<file path="config.mk">
export PLATFORM = sky130hd
export DESIGN_NAME = nic_fifo_param
export DESIGN_NICKNAME = d
export VERILOG_FILES = /design/src/rtl/nic_fifo_param.sv
export SDC_FILE = /design/constraint.sdc
export NUM_CORES = 1
export LEC_CHECK = 0
export ABC_AREA = 0
export CORE_ASPECT_RATIO = 0.75
export CORE_MARGIN = 8
export CORE_UTILIZATION = 50
export DETAILED_ROUTE_END_ITERATION = 10
export PLACE_DENSITY = 0.69
export SYNTH_ARGS = -nofsm -noshare
export SYNTH_HDL_FRONTEND = slang
export SYNTH_SLANG_ARGS = --single-unit
</file>
<file path="constraint.sdc">
create_clock -name clk -period 3.7 [get_ports clk]
set_input_delay 0.74 -clock clk [delete_from_list [all_inputs] [get_ports clk]]
set_output_delay 0.74 -clock clk [all_outputs]
set_load 0.1 [all_outputs]
</file>
<file path="src/rtl/nic_fifo_param.sv">
// Processor/router NIC with configurable-depth ingress and egress FIFOs plus status words.
// Optional NIC_POLARITY_EN: adds a polarity input that gates egress and shows in output status bit 2.
module nic_fifo_param #(
  parameter int DATA_W    = 64,
  parameter int OUT_DEPTH = 4,
  parameter int IN_DEPTH  = 4
) (
  input  logic              clk,
  input  logic              reset,
  input  logic [0:1]        addr_nic,
  input  logic              nicEn,
  input  logic              nicWrEn,
  input  logic [0:DATA_W-1] din_nic,
  output logic [0:DATA_W-1] dout_nic,
  output logic              net_so,
  input  logic              net_ro,
  output logic [0:DATA_W-1] net_do,
  input  logic              net_si,
  output logic              net_ri,
  input  logic [0:DATA_W-1] net_di
`ifdef NIC_POLARITY_EN
  ,
  input  logic              polarity
`endif
);

  localparam int IPW = $clog2(IN_DEPTH);
  localparam int ICW = IPW + 1;
  localparam int OPW = $clog2(OUT_DEPTH);
  localparam int OCW = OPW + 1;

  logic [0:DATA_W-1] in_mem  [IN_DEPTH];
  logic [0:DATA_W-1] out_mem [OUT_DEPTH];

  logic [IPW-1:0] in_wr_ptr_q, in_wr_ptr_d, in_rd_ptr_q, in_rd_ptr_d;
  logic [ICW-1:0] in_count_q, in_count_d;
  logic           in_ovf_q, in_ovf_d;
  logic [OPW-1:0] out_wr_ptr_q, out_wr_ptr_d, out_rd_ptr_q, out_rd_ptr_d;
  logic [OCW-1:0] out_count_q, out_count_d;
  logic           out_ovf_q, out_ovf_d;
  logic [0:DATA_W-1] dout_q, dout_d, net_do_q, net_do_d;
  logic           net_so_q, net_so_d;

  logic rd_en, wr_en, pol_bit, pol_ok;
  logic in_full, in_empty, in_push, in_pop, in_ovf_set, in_ovf_clr;
  logic out_full, out_empty, out_push, out_pop, out_ovf_set, out_ovf_clr;
  logic [0:DATA_W-1] in_status, out_status;

`ifdef NIC_POLARITY_EN
  assign pol_bit = polarity;
`else
  assign pol_bit = 1'b0;
`endif
  assign pol_ok = ~pol_bit;

  assign rd_en     = nicEn & ~nicWrEn;
  assign wr_en     = nicEn & nicWrEn;
  assign in_full   = (in_count_q == ICW'(IN_DEPTH));
  assign in_empty  = (in_count_q == '0);
  assign out_full  = (out_count_q == OCW'(OUT_DEPTH));
  assign out_empty = (out_count_q == '0);

  // A push into a full FIFO is taken when the same cycle frees a slot.
  always_comb begin
    in_pop      = rd_en && (addr_nic == 2'b00) && !in_empty;
    in_push     = net_si && (!in_full || in_pop);
    in_ovf_set  = net_si && in_full && !in_pop;
    in_ovf_clr  = rd_en && (addr_nic == 2'b01);
    out_pop     = !out_empty && net_ro && pol_ok;
    out_push    = wr_en && (addr_nic == 2'b10) && (!out_full || out_pop);
    out_ovf_set = wr_en && (addr_nic == 2'b10) && out_full && !out_pop;
    out_ovf_clr = rd_en && (addr_nic == 2'b11);
  end

  always_comb begin
    in_status                    = '0;
    in_status[0]                 = in_full;
    in_status[1]                 = in_ovf_q;
    in_status[DATA_W-ICW +: ICW] = in_count_q;
    out_status                    = '0;
    out_status[0]                 = out_full;
    out_status[1]                 = out_ovf_q;
    out_status[2]                 = pol_bit;
    out_status[DATA_W-OCW +: OCW] = out_count_q;
  end

  always_comb begin
    in_wr_ptr_d = in_push ? in_wr_ptr_q + 1'b1 : in_wr_ptr_q;
    in_rd_ptr_d = in_pop  ? in_rd_ptr_q + 1'b1 : in_rd_ptr_q;
    in_count_d  = in_count_q;
    if (in_push && !in_pop)      in_count_d = in_count_q + 1'b1;
    else if (in_pop && !in_push) in_count_d = in_count_q - 1'b1;
    // Set beats clear when both land in one cycle.
    in_ovf_d = in_ovf_set ? 1'b1 : (in_ovf_clr ? 1'b0 : in_ovf_q);

    out_wr_ptr_d = out_push ? out_wr_ptr_q + 1'b1 : out_wr_ptr_q;
    out_rd_ptr_d = out_pop  ? out_rd_ptr_q + 1'b1 : out_rd_ptr_q;
    out_count_d  = out_count_q;
    if (out_push && !out_pop)      out_count_d = out_count_q + 1'b1;
    else if (out_pop && !out_push) out_count_d = out_count_q - 1'b1;
    out_ovf_d = out_ovf_set ? 1'b1 : (out_ovf_clr ? 1'b0 : out_ovf_q);
  end

  always_comb begin
    dout_d = dout_q;
    if (rd_en) begin
      case (addr_nic)
        2'b00:   dout_d = in_pop ? in_mem[in_rd_ptr_q] : '0;
        2'b01:   dout_d = in_status;
        2'b10:   dout_d = '0;
        default: dout_d = out_status;
      endcase
    end
    net_so_d = out_pop;
    net_do_d = out_pop ? out_mem[out_rd_ptr_q] : net_do_q;
  end

  always_ff @(posedge clk or negedge reset) begin
    if (!reset) begin
      in_wr_ptr_q  <= '0;
      in_rd_ptr_q  <= '0;
      in_count_q   <= '0;
      in_ovf_q     <= 1'b0;
      out_wr_ptr_q <= '0;
      out_rd_ptr_q <= '0;
      out_count_q  <= '0;
      out_ovf_q    <= 1'b0;
      dout_q       <= '0;
      net_so_q     <= 1'b0;
      net_do_q     <= '0;
    end else begin
      in_wr_ptr_q  <= in_wr_ptr_d;
      in_rd_ptr_q  <= in_rd_ptr_d;
      in_count_q   <= in_count_d;
      in_ovf_q     <= in_ovf_d;
      out_wr_ptr_q <= out_wr_ptr_d;
      out_rd_ptr_q <= out_rd_ptr_d;
      out_count_q  <= out_count_d;
      out_ovf_q    <= out_ovf_d;
      dout_q       <= dout_d;
      net_so_q     <= net_so_d;
      net_do_q     <= net_do_d;
    end
  end

  // Storage needs no reset: cleared pointers make stale entries unreachable.
  always_ff @(posedge clk) begin
    if (in_push)  in_mem[in_wr_ptr_q]   <= net_di;
    if (out_push) out_mem[out_wr_ptr_q] <= din_nic;
  end

  assign dout_nic = dout_q;
  assign net_so   = net_so_q;
  assign net_do   = net_do_q;
  assign net_ri   = reset & ~in_full;

endmodule

</file>
==> metrics.yaml, run 1 <==
cts-root-buf: "sky130_fd_sc_hd__clkbuf_16"
worst-path-max-fanout: 2
reg2reg_from: "out_count_q[0]$_DFFE_PN0P_"
drt-wirelength-per-cell_um: 23.4
timing_max_transition_violations_final: 0
ys.flop_type: "sky130_fd_sc_hd__edfxtp_1"
globalplace.congestion: 0.765
worstMarginPinSlew_ns: 1.04
firstDrtPassIters: 5
post_cts_buffers: 0
grt_pass1_vias: 12727
required_time_at_the_endpoint_of_the_critical_path_ns: 2.96
critPathLaunch: "dout_nic[48]$_DFFE_PN0N_"
leakage_power_nw: 10.5
boundaryPins: 266
die_height_um: 206
total_power_mw: 24.9
timing.critical_path.depth: 1
max-vdd-ir-drop_uv: 717
clk_transition_reported_paths_ns: 0.07
maximum_number_of_pins_on_one_net_before_global_route_repair: 66
synthesized_nets: 1329
cts_made_buffers: 59
slew_headroom: 0.302
totalWireLength_mm: 50.9
clk_latency_ns: 0.61
path_cells: "clkdlybuf4s50_1"
path_delay_family: "buffers and inverters"
grt_overflow: 0
synth_warn: 0
fillerInstances: 3322
drive_above_1_share: 0.180
syn_area_per_cell_um2: 20.4
grt_first_pass_wirelength_mm: 77.9
worst_hold_slack_ns: 0.475
ctsHtreeMaxLevel: 2
dp.final_hpwl_mm: 30.9
fraction_of_registers_with_async_set_or_reset_after_synthesis: 0.221
grt_setup_unrepaired: "no"
netlist.top_cell.by_area: "sky130_fd_sc_hd__edfxtp_1"
critical_path.endpoint_type: "primary output"
r2r.worst_path.cells: 5
post_cts_resized: 0
post-route-drc-count: 0
r2r-end: "out_mem[2][4]$_DFFE_PP_"
mappedNetlistArea_um2: 24100
groute.usage.overall: 0.183
cts_tree: "yes"
initial_utilization: 0.508
maximum_achievable_frequency_mhz: 340
run_status: "finished clean"
r2r_setup_slack_ns: 1.12
antenna_violations_before_repair: 3
setup_total_negative_slack_ns: 0
period_needed_ns: 2.94
synthesis.instances: 1181
cts_buffer_depth: 3
crit_buf_inv: 1
vias: 11820
cp-endpoint: "dout_nic[48]"
distinct_cells_synth: 37
synth_top_area_frac: 0.638
drt-initial-drc-count: 789
cp_data_arrival_time_ns: 2.20
timing.final.hold_violations: 0
multi_input_area_um2: 4810
drt.antenna.violating_nets: 0
synth-edff-count: 512
port_buffers: 265
floorplan.die_area_um2: 55600
synthTopCellsByArea: "sky130_fd_sc_hd__edfxtp_1 64%, sky130_fd_sc_hd__dfrtp_1 15%, sky130_fd_sc_hd__mux4_2 12%"
die_width_um: 270
crit_slowest_cell: "sky130_fd_sc_hd__clkdlybuf4s50_1"
timing.hold.worst.class: "flip-flop to flip-flop"
seq_area_frac_synth: 0.788
core-area_um2: 47500
floorplan.rows: 69
ys_seq_elements: 657
worst_path_largest_cell_delay_ns: 1.17
clk_sink_count: 657
viasPerCell: 5.44
finalNetCount: 1628
worstSetupStartpointType: "flip-flop"
clock_skew_ns: 0.0236
growth_of_design_area_from_synthesis_to_finish_pct: 23.1
p_per_area_nw_per_um2: 838
maxCapViolations: 0
setup_violators_final: 0
hold_buffers: 1
final_min_period_over_clock_period: 0.796
seqCellArea_um2: 19000
timing.setup.critical_path_class: "flip-flop to primary output"
[sequential cells by signal, summed over array words and instances, names as in the netlist]
name and flops:
net_do 64, out_wr_ptr_q 2, dout_nic 64, in_count_q 3, out_count_q 3, in_rd_ptr_q 2, out_mem 256, out_rd_ptr_q 2
out_ovf_q 1, in_mem 256, in_wr_ptr_q 2, in_ovf_q 1, net_so 1
[power by group]
part | internal (mW) | switching (mW)
Combinational | 2.87 | 5.78
Sequential | 9.27 | 0.928
Clock | 3.45 | 2.56
Total | 15.6 | 9.27
[through the flow]
stage / utilization / setup slack, ns / instances / area, um2
final: 0.625 / 0.757 / 2172 / 29700
after global routing: 0.625 / 0.667 / 2170 / 29700
after CTS: 0.625 / 0.680 / 2170 / 29700
after detailed placement: 0.584 / 0.371 / 2057 / 27700
after global placement: 0.584 / 0.462 / 2057 / 27700
after floorplan: - / 0.242 / 1181 / 24100
[synth_stat cells, types with 3 or more instances]
cell type                  number
sky130_fd_sc_hd__mux2i_1        3
sky130_fd_sc_hd__nand2_1      196
sky130_fd_sc_hd__a22o_1        60
sky130_fd_sc_hd__buf_4          6
sky130_fd_sc_hd__ha_1          10
sky130_fd_sc_hd__nor2_1         5
sky130_fd_sc_hd__clkbuf_1      25
sky130_fd_sc_hd__buf_1          3
sky130_fd_sc_hd__mux2_2         3
sky130_fd_sc_hd__nand3_1        4
sky130_fd_sc_hd__buf_2         23
sky130_fd_sc_hd__a21oi_1        3
sky130_fd_sc_hd__dfrtp_1      145
sky130_fd_sc_hd__xor2_1         4
sky130_fd_sc_hd__inv_1          9
sky130_fd_sc_hd__xnor2_1        8
sky130_fd_sc_hd__and2_1        10
sky130_fd_sc_hd__a221o_1        4
sky130_fd_sc_hd__mux4_2       128
sky130_fd_sc_hd__edfxtp_1     512
[layer usage]
metal  GRT usage  vias up  part of all wire
met2       0.313      256              0.52
met4      0.0486        4             0.017
met1       0.243     6241              0.42
li1            -     5250                 -
met5           0        -           0.00037
met3      0.0333       69             0.044
[how the worst min path moves through the flow]
stage                                      start                      end  slack (ns)  cells after the start
after global routing      net_do[34]$_DFFE_PN0P_   net_do[34]$_DFFE_PN0P_        0.50                      2
after global placement    net_do[54]$_DFFE_PN0P_   net_do[54]$_DFFE_PN0P_        0.46                      2
after CTS                 net_do[53]$_DFFE_PN0P_   net_do[53]$_DFFE_PN0P_        0.48                      2
after detailed placement  net_do[53]$_DFFE_PN0P_   net_do[53]$_DFFE_PN0P_        0.46                      2
final                     net_do[34]$_DFFE_PN0P_   net_do[34]$_DFFE_PN0P_        0.47                      2
after floorplan                            reset  dout_nic[0]$_DFFE_PN0N_        0.44                      0
[cells by family (layout without fill, tap and decap cells)]
group	Yosys count	count (layout)	share of synthesized area
AOI/OAI and AO/OA	72	72	0.0257
xor gates and xnor gates	12	12	0.00436
adders and majority gates	12	12	0.00685
buffers and inverters	67	417	0.0129
DFF	657	657	0.788
muxes	135	135	0.123
other	0	2	0
and+or+nand+nor	226	226	0.0388
[layout make-up]
| class | count | share of cell area |
|---|---|---|
| Antenna cell | 2 | 0.000169 |
| Clock buffer | 82 | 0.0554 |
| Clock inverter | 30 | 0.00974 |
| Inverter | 9 | 0.00114 |
| Multi-Input combinational cell | 457 | 0.162 |
| Sequential cell | 657 | 0.641 |
| Tap cell | 639 | 0.0270 |
| Timing Repair Buffer | 296 | 0.103 |
[cell usage in the layout (no fill, tap or decap), types with 2 or more instances in the layout]
master,count
sky130_fd_sc_hd__clkinv_2,13
sky130_fd_sc_hd__buf_12,15
sky130_fd_sc_hd__dfrtp_1,141
sky130_fd_sc_hd__clkbuf_16,60
sky130_fd_sc_hd__ha_1,10
sky130_fd_sc_hd__and2_2,9
sky130_fd_sc_hd__mux2i_1,3
sky130_fd_sc_hd__diode_2,2
sky130_fd_sc_hd__clkinv_1,7
sky130_fd_sc_hd__mux4_2,128
sky130_fd_sc_hd__dfrtp_2,2
sky130_fd_sc_hd__buf_4,20
sky130_fd_sc_hd__clkdlybuf4s50_1,259
sky130_fd_sc_hd__nand3_1,4
sky130_fd_sc_hd__xor2_1,4
sky130_fd_sc_hd__nor2_1,5
sky130_fd_sc_hd__clkbuf_1,16
sky130_fd_sc_hd__edfxtp_1,512
sky130_fd_sc_hd__bufinv_16,5
sky130_fd_sc_hd__clkinvlp_4,3
sky130_fd_sc_hd__xnor2_1,8
sky130_fd_sc_hd__dfrtp_4,2
sky130_fd_sc_hd__a22o_1,60
sky130_fd_sc_hd__clkbuf_8,6
sky130_fd_sc_hd__a221o_1,4
sky130_fd_sc_hd__fa_1,2
sky130_fd_sc_hd__nand2_1,196
sky130_fd_sc_hd__inv_1,8
sky130_fd_sc_hd__a21oi_1,3
sky130_fd_sc_hd__mux2_2,3
No activity file was read; power rests on OpenSTA's default activity.
==> run 2: changes to the inputs <==
- clock period: 3.7 -> 3 ns (I/O delays scaled with it)
==> run 2 against run 1 <==
Effect of this change:
- first-iteration DRC count fell by 8.1%
- register-to-register slack got worse by 0.50 ns
- sequential power rose by 22%
- worst hold slack got worse by 0.025 ns
- routed wire length fell by 1.8%
==> metrics.yaml, run 2 (synthesis gave the netlist of run 1 again) <==
finalNetCount: 1638  # +0.61%
worst_hold_slack_ns: 0.450  # -0.0247 ns
comb_power_share: 0.351  # +0.003
port_buffers: 265  # unchanged
worstSetupStartpointType: "flip-flop"
cts_buffer_depth: 3  # unchanged
cts-root-buf: "sky130_fd_sc_hd__clkbuf_16"
cts_made_buffers: 58  # -1.7%
timing.hold.worst.class: "primary input to async pin"
maximum_achievable_frequency_mhz: 394
path_cells: "or3b_2 -> and2_1 -> buf_12"
growth_of_design_area_from_synthesis_to_finish_pct: 22.3
maximum_number_of_pins_on_one_net_before_global_route_repair: 78  # +18%
placedInstanceArea_um2: 27600  # -0.56%
ctsHtreeMaxLevel: 2  # unchanged
drt.antenna.violating_nets: 0  # unchanged
drive_above_1_share: 0.264  # +0.0848
r2r-end: "out_count_q[2]$_DFFE_PN0P_"
period_needed_ns: 2.54
worst_path_largest_cell_delay_ns: 0.51  # -0.66 ns
grt_pass1_vias: 12947  # +1.7%
reg2reg_from: "out_count_q[0]$_DFFE_PN0P_"
dp.final_hpwl_mm: 31.0  # +0.42%
worstMarginPinSlew_ns: 0.836  # -0.207 ns
floorplan.die_area_um2: 55600  # unchanged
total_switching_power_mw: 11.4  # +23%
drt-wirelength-per-cell_um: 22.9  # -2.1%
worst-path-max-fanout: 6  # +4
globalplace.congestion: 0.756  # -1.1%
path_delay_family: "simple AND/OR/NAND/NOR gates"
boundaryPins: 266  # unchanged
share_of_total_power_consumed_by_net_switching: 0.373  # +0.000461
vias: 11761  # -0.50%
grt_first_pass_wirelength_mm: 77.0  # -1.2%
cell_internal_pwr_mw: 19.1  # +23%
power.share.sequential: 0.407  # -0.003
clk_latency_ns: 0.59  # -0.02 ns
cts_tree: "yes"
leakage_power_nw: 10.8  # +2.3%
setup_violators_final: 0  # unchanged
clockPowerShare: 0.242  # about the same
crit_slowest_cell: "sky130_fd_sc_hd__or3b_2"
maxCapViolations: 0  # unchanged
clock_skew_ns: 0.0193  # -0.00434 ns
slew_headroom: 0.443  # +0.141
groute.usage.overall: 0.178  # -0.00436
run_status: "finished clean"
p_per_area_nw_per_um2: 1040  # +24%
initial_utilization: 0.508  # unchanged
drt-initial-drc-count: 725  # -8.1%
reg_top3: "in_mem (256), out_mem (256)"
grt_setup_unrepaired: "no"
totalWireLength_mm: 50.0  # -1.8%
design_area_um2: 29500  # -0.67%
grt_overflow: 0  # unchanged
clk_transition_reported_paths_ns: 0.07  # about the same
crit_buf_inv: 1  # unchanged
max-vdd-ir-drop_uv: 865  # +21%
antenna_violations_before_repair: 4  # +1
setup_total_negative_slack_ns: 0  # unchanged
cp_data_arrival_time_ns: 1.94  # -0.26 ns
final_min_period_over_clock_period: 0.845
critical_path.endpoint_type: "primary output"
timing.setup.critical_path_class: "flip-flop to primary output"
num_antenna_cells: 0  # -2
die_height_um: 206  # unchanged
clk_sink_count: 657  # unchanged
required_time_at_the_endpoint_of_the_critical_path_ns: 2.40  # -0.56 ns
viasPerCell: 5.40  # -0.77%
post_cts_buffers: 0  # unchanged
timing.final.hold_violations: 0  # unchanged
firstDrtPassIters: 4  # -1
layout.cells.most_common: "sky130_fd_sc_hd__edfxtp_1"
timing_max_transition_violations_final: 0  # unchanged
layout.cells.most_common_list: "512 x sky130_fd_sc_hd__edfxtp_1, 196 x sky130_fd_sc_hd__nand2_1, 150 x sky130_fd_sc_hd__buf_4"
r2r.worst_path.cells: 8  # +3
post-route-drc-count: 0  # unchanged
fin_util: 0.621  # -0.00419
floorplan.rows: 69  # unchanged
critPathLaunch: "in_count_q[0]$_DFFE_PN0P_"
die_width_um: 270  # unchanged
core-area_um2: 47500  # unchanged
r2r_setup_slack_ns: 0.62  # -0.50 ns
[run 2: cell types whose count changed in the layout (fill, tap and decap cells not counted), sizes merged]
cell,before,now
clkinv,21,18
clkinvlp,3,2
clkdlybuf4s50,259,134
buf,36,172
bufinv,5,6
diode,2,0
[run 2: metal layers]
layer / GRT usage / wire (um) / vias up
met2: 0.313 / 25800 / 196
li1: - / - / 5270
met1: 0.229 / 21000 / 6199
met5: 0 / 51 / -
met4: 0.0480 / 1040 / 8
met3: 0.0347 / 2010 / 88
[run 2: worst max-delay path by stage]
stage                                            end  slack, ns  depth (start not counted)
after floorplan              out_mem[0][0]$_DFFE_PP_       0.38                          5
after global placement    out_count_q[2]$_DFFE_PN0P_       0.08                          9
after detailed placement  out_count_q[2]$_DFFE_PN0P_       0.06                          9
after CTS                                     net_ri       0.41                          3
after global routing                          net_ri       0.38                          3
final                                         net_ri       0.46                          3
[run 2: layout make-up]
type / instances / area, um2
clock buffer: 82 / 1600
clock inverter: 27 / 292
fill: 3416 / 18000
inverter: 9 / 33.8
multi-input combinational: 457 / 4810
sequential: 657 / 19000
tap: 639 / 800
timing repair buffer: 307 / 2910
[run 2: through the flow]
step	setup slack, ns	total power, mW	std cells
after floorplan	0.378	20.5	1181
after global placement	0.0799	23.4	2068
after detailed placement	0.0584	23.5	2068
after CTS	0.413	30.9	2178
after global routing	0.379	31.8	2178
final	0.464	30.5	2178
[run 2: what timing repair did]
action                    in CTS  in global routing
hold endpoints to repair      17                  0
gates resized for setup        0                  0
hold buffers                   1                  0
[run 2: power by group through the flow]
stage	logic, mW	clock network, mW	registers, mW
4_1_cts	10.9	7.57	12.5
2_1_floorplan	3.92	0	16.6
5_1_grt	11.3	7.89	12.6
3_5_place_dp	10.9	0	12.6
3_3_place_gp	10.8	0	12.6
6_report	10.7	7.38	12.4
==> patch, RTL diff (flow settings as in run 1) <==
Build with the macro `NIC_POLARITY_EN` defined.
--- a/src/rtl/nic_fifo_param.sv
+++ b/src/rtl/nic_fifo_param.sv
@@ -2,2 +2,4 @@
 // Optional NIC_POLARITY_EN: adds a polarity input that gates egress and shows in output status bit 2.
+`define NIC_POLARITY_EN
+
 module nic_fifo_param #(
Interface: changed (added polarity); port bits go from 266 to 267. No check against the original RTL was run, so the function may have changed too.
==> patch against run 1 <==
Clock power up 6.3%. Count of clock-buffer cells in the layout down 5. Sequential cell count unchanged. Synthesized cell count down 10%. Cell area up 0.86%. Final cell count down 5.3%. Worst setup slack better by 0.034 ns. Power up 2.0%. Synthesized area up 0.13%. Routed wire length down 1.4%.
==> patch: results (changes against run 1) <==
status finished clean (unchanged); worst reg2reg path startpoint out_count_q[1] (was out_count_q[0]); Inst Count DP 1942 (was 2057); Placed Area 0.0278 mm² (was 0.0277 mm²); drt total wl 50200 µm (was 50900 µm); die area 0.0556 mm² (about the same); Avg WL per Cell 24.4 µm (was 23.4 µm); initial detailed-routing violation count 888 (was 789); vias per cell 5.55 (was 5.44); Pleak 10.3 nW (was 10.5 nW); worst slew pin tran 1.08 ns (was 1.04 ns); Placer Congestion 0.760 (was 0.765); number of global-route vias before repair 12.2k (was 12.7k); dpl hpwl 30800 µm (was 30900 µm); Sw Ratio 0.365 (was 0.373); top post-synthesis cells by count edfxtp_1, dfrtp_1, mux4_2 (was edfxtp_1, nand2_1, dfrtp_1); maximum vdd drop 0.000621 V (was 0.000717 V); Final min period 2.91 ns (was 2.94 ns); pre-CTS WS 0.385 ns (was 0.371 ns); nets 1515 (was 1628); post-synth cell types 40 (was 37); syn avg cell area 22.8 µm² (was 20.4 µm²); syn_nets 1208 (was 1329); post-synthesis sequential area ratio 0.787 (was 0.788); first-pass GRT wire length 76900 µm (was 77900 µm); largest net degree at the start of global routing 129 (was 66); clk_skew 0.0146 ns (was 0.0236 ns); # fillers 3214 (was 3322); Largest stage delay, worst path 1.21 ns (was 1.17 ns); Worst R2R End out_count_q[1] (was out_mem[2][4]); Num CTS Buffers 60 (was 59); Tot GR Track Use 0.180 (was 0.183)
-- patch: cell types whose count changed after synthesis, sizes merged, moves of 3 or more --
cell / delta
a32oi: +5
mux2: +69
a221o: -3
mux2i: -3
clkbuf: -3
nor2: +3
nand2: -195
-- patch: logic make-up (layout without fill, tap and decap cells) --
group                      after synthesis  in the layout  synth area share
buffers and inverters                   63            420            0.0119
adders and majority gates               12             12           0.00684
DFF                                    657            657             0.787
xor gates and xnor gates                12             12           0.00436
AOI/OAI and AO/OA                       78             78            0.0272
and+or+nand+nor                         37             37           0.00970
muxes                                  200            200             0.153
other                                    0              2                 0
-- patch: worst min path at each step --
stage | start | endpoint | slack, ns | depth (start not counted)
finish | net_do[49] | net_do[49] | 0.51 | 1
global route | net_do[25] | net_do[25] | 0.51 | 1
CTS | net_do[25] | net_do[25] | 0.51 | 1
detailed placement | dout_nic[34] | dout_nic[34] | 0.49 | 1
global placement | dout_nic[34] | dout_nic[34] | 0.49 | 1
floorplan | reset | dout_nic[0] | 0.44 | 0
-- patch: metal layers --
metal	part of all wire	GRT usage	vias up	routed length (µm)
li1	-	-	4979	-
met2	0.51	0.298	253	25400
met1	0.43	0.249	6117	21600
met5	0.00022	0	-	11
met3	0.045	0.0334	73	2260
met4	0.020	0.0470	2	980
-- patch: cell type report --
class,instances,area share
multi-input cells,339,0.163
clock inverters,35,0.0145
well taps,639,0.0267
clock buffers,77,0.0544
diodes,2,0.000167
inverters,9,0.00113
flip-flops and latches,657,0.636
repair buffers,299,0.105
-- patch: power groups by stage --
stage	Combinational (mW)	Clock, mW	Sequential (mW)
CTS	8.95	6.55	10.2
floorplan	3.15	0	13.6
detailed placement	8.93	0	10.3
finish	8.81	6.40	10.2
global route	9.19	6.85	10.3
global placement	8.88	0	10.3
